### config.mk
export PLATFORM = sky130hd
export DESIGN_NAME = multicycle_ctrl
export DESIGN_NICKNAME = d
export VERILOG_FILES = /design/src/rtl/multicycle_ctrl.sv
export SDC_FILE = /design/constraint.sdc
export NUM_CORES = 1
export LEC_CHECK = 0
export BUFFER_PORTS_ARGS = -buffer_cell sky130_fd_sc_hd__buf_2
export CORE_UTILIZATION = 48
export CTS_CLUSTER_SIZE = 28
export DETAILED_ROUTE_END_ITERATION = 8
export GPL_TIMING_DRIVEN = 0
export PLACE_DENSITY = 0.92
export SLEW_MARGIN = 30
export SYNTH_ARGS = -nofsm -noshare
export SYNTH_HDL_FRONTEND = slang
export SYNTH_SLANG_ARGS = --single-unit
### constraint.sdc
create_clock -name clk -period 2.02 [get_ports clk]
set_input_delay 0.101 -clock clk [delete_from_list [all_inputs] [get_ports clk]]
set_output_delay 0.101 -clock clk [all_outputs]
set_load 0.01 [all_outputs]
### src/rtl/multicycle_ctrl.sv
// Multicycle instruction-sequencing controller: FETCH/DECODE/REGRD/EXEC/[MEM]/WB, halting at MAX_PC.
// Latency 5 cycles per instruction, 6 + memory wait for lw; MEM stalls on mem_ready, start is ignored while busy.
module multicycle_ctrl #(
    parameter int MAX_PC = 11,
    parameter int PC_W   = 4
) (
    input  logic            clk,
    input  logic            rst_n,
    input  logic            start,
    input  logic [5:0]      opcode,
    input  logic [5:0]      funct,
    input  logic [7:0]      imm,
    input  logic            eq,
    input  logic            dest_zero,
    input  logic            mem_ready,
    output logic [PC_W-1:0] pc,
    output logic            ir_load,
    output logic            dec_en,
    output logic            rf_rd_en,
    output logic            mem_rd,
    output logic            rf_wr_en,
    output logic [1:0]      alu_op,
    output logic            alu_src_imm,
    output logic            busy,
    output logic            done,
    output logic            invalid,
    output logic [2:0]      state
);

    typedef enum logic [2:0] {
        S_IDLE   = 3'd0,
        S_FETCH  = 3'd1,
        S_DECODE = 3'd2,
        S_REGRD  = 3'd3,
        S_EXEC   = 3'd4,
        S_MEM    = 3'd5,
        S_WB     = 3'd6,
        S_HALT   = 3'd7
    } state_t;

    state_t          cur, nxt;
    logic [PC_W-1:0] pc_q;
    logic [PC_W-1:0] tgt_q;
    logic            wr_q;
    logic            taken_q;
    logic            inv_q;

    logic            is_addu, is_slt, is_addiu, is_lw, is_beq, is_bne;
    logic            is_write, is_valid, br_taken, start_go;
    logic [PC_W-1:0] off;
    logic [PC_W-1:0] pc_new;

    always_comb begin
        is_addu  = (opcode == 6'h00) && (funct == 6'h21);
        is_slt   = (opcode == 6'h00) && (funct == 6'h2a);
        is_addiu = (opcode == 6'h09);
        is_lw    = (opcode == 6'h23);
        is_beq   = (opcode == 6'h04);
        is_bne   = (opcode == 6'h05);
        is_write = is_addu | is_slt | is_addiu | is_lw;
        is_valid = is_write | is_beq | is_bne;
        br_taken = (is_beq & eq) | (is_bne & ~eq);
        start_go = start && ((cur == S_IDLE) || (cur == S_HALT));
    end

    // Sign-extend (or truncate) the 8-bit offset to the PC width.
    always_comb begin
        off = '0;
        for (int i = 0; i < PC_W; i++) begin
            off[i] = imm[(i < 8) ? i : 7];
        end
    end

    always_comb begin
        pc_new = taken_q ? tgt_q : pc_q + PC_W'(1);
    end

    // Branch outcome, write enable and target are captured in EXEC so WB is independent of later input changes.
    always_ff @(posedge clk) begin
        if (!rst_n) begin
            cur     <= S_IDLE;
            pc_q    <= '0;
            tgt_q   <= '0;
            wr_q    <= 1'b0;
            taken_q <= 1'b0;
            inv_q   <= 1'b0;
        end else begin
            cur <= nxt;
            if (start_go) begin
                pc_q  <= '0;
                inv_q <= 1'b0;
            end
            if (cur == S_EXEC) begin
                wr_q    <= is_write & ~dest_zero;
                taken_q <= br_taken;
                tgt_q   <= pc_q + off;
                if (!is_valid) inv_q <= 1'b1;
            end
            if (cur == S_WB) pc_q <= pc_new;
        end
    end

    always_comb begin
        nxt         = cur;
        ir_load     = 1'b0;
        dec_en      = 1'b0;
        rf_rd_en    = 1'b0;
        mem_rd      = 1'b0;
        rf_wr_en    = 1'b0;
        alu_op      = 2'b10;
        alu_src_imm = 1'b0;
        busy        = 1'b0;
        done        = 1'b0;
        case (cur)
            S_IDLE: begin
                if (start) nxt = S_FETCH;
            end
            S_FETCH: begin
                ir_load = 1'b1;
                busy    = 1'b1;
                nxt     = S_DECODE;
            end
            S_DECODE: begin
                dec_en = 1'b1;
                busy   = 1'b1;
                nxt    = S_REGRD;
            end
            S_REGRD: begin
                rf_rd_en = 1'b1;
                busy     = 1'b1;
                nxt      = S_EXEC;
            end
            S_EXEC: begin
                busy = 1'b1;
                if (is_addu || is_addiu || is_lw) alu_op = 2'b00;
                else if (is_slt)                  alu_op = 2'b01;
                alu_src_imm = is_addiu | is_lw;
                nxt = is_lw ? S_MEM : S_WB;
            end
            S_MEM: begin
                mem_rd = 1'b1;
                busy   = 1'b1;
                if (mem_ready) nxt = S_WB;
            end
            S_WB: begin
                rf_wr_en = wr_q;
                busy     = 1'b1;
                nxt = ({{(32-PC_W){1'b0}}, pc_new} >= $unsigned(MAX_PC)) ? S_HALT : S_FETCH;
            end
            S_HALT: begin
                done = 1'b1;
                if (start) nxt = S_FETCH;
            end
            default: nxt = S_IDLE;
        endcase
    end

    assign pc      = pc_q;
    assign invalid = inv_q;
    assign state   = cur;

endmodule

==> reports/metrics.yaml, run 1 <==
status: "finished clean"
max_stage_delay_ns: 0.47
grt_pass1_vias: 1197
post_drt_via_cell_ratio: 5.73
post-dp-hpwl_mm: 2.24
hold_path_depth: 3
relSlewSlack: 0.629
cts_hold_buffers: 0
syn-mean-instance-area_sq_um: 7.75
cts_setup_buffers: 0
slowest_stage: "dfxtp_1"
path_buf_inv: 2
cp.arrival_ns: 1.72
finalSetupTns_ns: 0
gp_congestion: 0.841
finalSetupViolCount: 0
fillers: 202
postRouteWirelength_mm: 2.85
first_iter_violations: 12
grt_use_total: 0.255
rsz0062_at_grt: "false"
final_nets: 214
synth_edf_count: 0
ys_seq_area_frac: 0.258
cts_root_buf: "clkbuf_4"
num_antenna_cells: 0
worstPathCellList: "nor2b_1 -> nand2b_1 -> clkbuf_1 -> nor3_1 -> buf_2"
crit_fanout: 8
cts_made_buffers: 3
fp-row-count: 16
ys_ff_latch: 14
multi_input_area_sq_um: 734
area_growth_pct: 24.0
cts.clk_slew.worst_paths_ns: 0.09
crit_path_start_kind: "flip-flop"
fmax_mhz: 548
ioPinCount: 44
grt_max_degree: 11
hold_class: "in2reg"
syn_area_sq_um: 1080
syn_inst: 140
start_util: 0.531
yosysWarnings: 0
die_w_um: 49.5
cts_max_path_buffers: 2
critPathKind: "reg2out"
final_hold_viol_count: 0
cp_num_cells: 5
grt_overflow: 0
first_pass_iters: 4
ys.flop_type: "dfxtp_1"
critical-path-top-delay-family: "simple AND/OR/NAND/NOR gates"
synth_cell_types: 43
cts_tree: "done"
via_count: 1198
cp-end-kind: "primary output"
wl_per_cell_um: 13.6
antenna_found_initial: 0
ir_drop_uv: 358
htree_levels: 1
clock_latency_ns: 0.28
syn_nets: 171
ff_latch_area_sq_um: 280
post_cts_resized: 0
fin_skew_ns: 0.00255
p_leak_nw: 0.606
grt_pass1_wl_mm: 5.01
slew_viol_final: 0
cp.required_ns: 1.92
async_flop_share: 0
tightest_slew_ns: 0.553
ant_nets: 0
cap_violations: 0
drc: 0
rr_worst_depth: 5
die_y_um: 49.5
total_power_mw: 0.672
fin_crit_sh: 0.903
drive_gt1_frac: 0.280
cellPowerDensity_nw_per_um2: 500
core_area_sq_um: 2040
dieArea_sq_um: 2450
clock_sinks: 14
fin_crit_ns: 1.82
io_buffers: 38
## power by group
group / switching (mW) / total (mW) / internal, mW
logic: 0.0929 / 0.167 / 0.0736
registers: 0.0138 / 0.300 / 0.286
clock network: 0.0960 / 0.206 / 0.110
total: 0.203 / 0.672 / 0.470
## cell families (layout without fill, tap and decap cells)
family / Yosys count / count (layout) / share of synthesized area
AO/OA/AOI/OAI: 39 / 39 / 0.251
XOR/XNOR: 4 / 4 / 0.0323
adder cells (fa/ha/maj): 5 / 5 / 0.0646
buffers and inverters: 16 / 58 / 0.0646
flip-flops: 14 / 14 / 0.258
multiplexers: 2 / 2 / 0.0196
AND/OR/NAND/NOR: 60 / 60 / 0.309
## registers in the layout, summed over array words and instances (netlist names)
name,count
invalid,1
wr_q,1
tgt_q,4
taken_q,1
state,3
pc,4
## cells in the final DEF, fill, tap and decap left out, types with 5 or more instances in the layout
cell type,count
inv_1,8
nor2b_1,8
dfxtp_1,14
clkbuf_1,5
nor3_1,7
nand2_1,15
buf_2,40
nor2_1,7
a21oi_1,6
o21ai_0,6
## per-stage QoR
step / hold WS, ns / cells / worst slack, ns / area, sq um / utilization
global placement: 0.413 / 205 / 0.436 / 1310 / 0.641
floorplan: 0.226 / 140 / 0.461 / 1080 / -
finish: 0.131 / 209 / 0.197 / 1350 / 0.659
detailed placement: 0.423 / 205 / 0.352 / 1310 / 0.641
global route: 0.131 / 209 / 0.0414 / 1350 / 0.659
CTS: 0.125 / 209 / 0.179 / 1350 / 0.659
## per-layer routing
metal | global-route usage | vias to the layer above | part of all wire
met1 | 0.279 | 568 | 0.42
met4 | 0.110 | 0 | 0.019
met5 | 0 | - | 0
li1 | - | 585 | -
met3 | 0.0494 | 7 | 0.046
met2 | 0.471 | 38 | 0.52
## worst reg2reg max path: stages, from the launching register on
cell,delay (ns)
dfxtp_1,0.49
ha_1,0.30
a221oi_1,0.34
o21bai_2,0.16
a32oi_1,0.21
o21ai_1,0.08
## Yosys cell counts (4+ instances only)
library cell	n	area [sq um]
nand2_1	15	56.3
dfxtp_1	14	280
inv_1	8	30.0
nor2b_1	8	50.1
nor2_1	7	26.3
nor3_1	7	35.0
a21oi_1	6	30.0
o21ai_0	6	30.0
clkbuf_1	5	18.8
a21boi_1	4	30.0
and2_1	4	25.0
ha_1	4	50.1
xnor2_1	4	35.0
## final timing paths
check	from	slack (ns)	endpoint
setup / recovery	state[2]	0.20	alu_op[0]
hold / removal	rst_n	0.13	state[0]
setup reg to reg	pc[0]	0.33	state[2]
hold reg to reg	tgt_q[2]	0.48	tgt_q[2]
## layout make-up
type / instances / area share
sequential: 14 / 0.208
timing repair buffer: 38 / 0.141
clock buffer: 4 / 0.0270
multi-input combinational: 110 / 0.546
tap: 27 / 0.0251
buffer: 8 / 0.0298
inverter: 8 / 0.0223
(Power assumes the default switching activity.)
==> run 2, diff against run 1 <==
- CTS_CLUSTER_SIZE: 28 -> 25
- GPL_TIMING_DRIVEN: 0 -> default
- MAX_ROUTING_LAYER: default -> met4
==> reports/metrics.yaml, run 2 (synthesis gave the netlist of run 1 again) <==
ir_drop_uv: 367  # +2.4%
holdPathEnd: "wr_q"
rr_worst_depth: 5  # unchanged
post-dp-hpwl_mm: 1.97  # -12%
grt_pass1_vias: 1083  # -9.5%
cts.clk_slew.worst_paths_ns: 0.10  # about the same
first_pass_iters: 3  # -1
ff2ff_setup_slack_ns: 0.37  # +0.04 ns
area_growth_pct: 20.9
wl_per_cell_um: 12.9  # -5.1%
clock_latency_ns: 0.28  # about the same
grt_pass1_wl_mm: 4.51  # -10%
final_cell_mix: "39 x buf_2, 15 x nand2_1, 13 x dfxtp_1, 8 x inv_1, 8 x nor2b_1"
p_leak_nw: 0.590  # -2.7%
gp_congestion: 0.854  # +1.6%
postRouteWirelength_mm: 2.61  # -8.3%
core_area_sq_um: 2040  # unchanged
antenna_found_initial: 0  # unchanged
fillers: 194  # -4.0%
dieArea_sq_um: 2450  # unchanged
io_buffers: 39  # +2.6%
num_antenna_cells: 0  # unchanged
hold_class: "in2reg"
die_y_um: 49.5  # unchanged
max_stage_delay_ns: 0.49  # +0.02 ns
drc: 0  # unchanged
worstPathCellList: "nor2b_1 -> nand2b_1 -> nor3_1 -> buf_2"
drive_gt1_frac: 0.286  # +0.00549
min-delay-start: "dest_zero"
cp.arrival_ns: 1.71  # about the same
critical-path-top-delay-family: "simple AND/OR/NAND/NOR gates"
cts_setup_buffers: 0  # unchanged
fp-row-count: 16  # unchanged
fin_ws_ns: 0.212  # +0.0155 ns
relSlewSlack: 0.600  # -0.0295
ant_nets: 0  # unchanged
finalSetupViolCount: 0  # unchanged
rsz0062_at_grt: "false"
crit_fanout: 17  # +9
grt_use_total: 0.241  # -0.0141
cts_tree: "done"
cts_max_path_buffers: 2  # unchanged
first_iter_violations: 23  # +11
cp-end-kind: "primary output"
cp.required_ns: 1.92  # about the same
crit_path_start_kind: "flip-flop"
cts_made_buffers: 3  # unchanged
grt_max_degree: 20  # +9
path_buf_inv: 1  # -1
grt_overflow: 0  # unchanged
multi_input_area_sq_um: 734  # unchanged
ioPinCount: 44  # unchanged
cellPowerDensity_nw_per_um2: 505  # +1.0%
total_power_mw: 0.662  # -1.5%
slew_viol_final: 0  # unchanged
clock_sinks: 14  # unchanged
final_hold_viol_count: 0  # unchanged
fmax_mhz: 553  # +0.86%
die_w_um: 49.5  # unchanged
post_drt_via_cell_ratio: 5.65  # -1.5%
status: "finished clean"
hold_path_depth: 3  # unchanged
htree_levels: 1  # unchanged
fin_skew_ns: 0.00836  # +0.00581 ns
via_count: 1141  # -4.8%
r2r_end: "state[2]"
post_cts_resized: 0  # unchanged
fin_crit_sh: 0.895  # -0.00769
cap_violations: 0  # unchanged
tightest_slew_ns: 0.597  # +0.0440 ns
finalSetupTns_ns: 0  # unchanged
start_util: 0.531  # unchanged
fin_crit_ns: 1.81  # -0.0155 ns
r2r-start: "pc[0]"
critPathKind: "reg2out"
ff_latch_area_sq_um: 282  # +0.45%
slowest_stage: "dfxtp_2"
mostFrequentLayoutCell: "buf_2"
pre_cts_slack_ns: 0.363  # +0.0110 ns
cts_hold_buffers: 0  # unchanged
final_nets: 207  # -3.3%
cts_root_buf: "clkbuf_4"
## run 2: final cells by class
| class | instances | share of cell area |
|---|---|---|
| multi-input combinational | 110 | 0.560 |
| inverter | 8 | 0.0229 |
| timing repair buffer | 39 | 0.149 |
| tap | 27 | 0.0258 |
| sequential | 14 | 0.215 |
| clock buffer | 4 | 0.0277 |
## run 2: metal layers
layer  up-vias  global-route usage  routed length [um]
met4         0               0.100                  23
met5         -                   -                   0
li1        572                   -                   -
met2        23               0.441                1350
met1       542               0.258                1160
met3         4              0.0309                  87
## run 2: per-stage QoR
step	instance area (sq um)	hold WS [ns]	utilization	instances
2_1_floorplan	1080	0.226	-	140
3_5_place_dp	1270	0.436	0.624	198
4_1_cts	1310	0.122	0.642	202
3_3_place_gp	1270	0.429	0.624	198
6_report	1310	0.130	0.642	202
5_1_grt	1310	0.157	0.642	202
## run 2: where the power goes
part	internal [mW]	switching (mW)
clock	0.110	0.0969
sequential	0.286	0.0304
combinational	0.0689	0.0701
## run 2: worst max-delay path by stage
| stage | startpoint | to | slack (ns) | cells past startpoint |
|---|---|---|---|---|
| after CTS | state[2] | alu_op[0] | 0.06 | 4 |
| after global routing | state[1] | alu_op[0] | 0.02 | 4 |
| after detailed placement | state[2] | taken_q | 0.36 | 5 |
| final | state[2] | alu_op[0] | 0.21 | 4 |
| after floorplan | pc[0] | state[2] | 0.46 | 5 |
| after global placement | state[2] | taken_q | 0.41 | 5 |
## run 2: worst register-to-register path, stage by stage (launching register included)
cell and delay [ns]:
dfxtp_1 0.48, ha_1 0.30, a221oi_1 0.33, o21bai_2 0.15
a32oi_1 0.20, o21ai_1 0.09
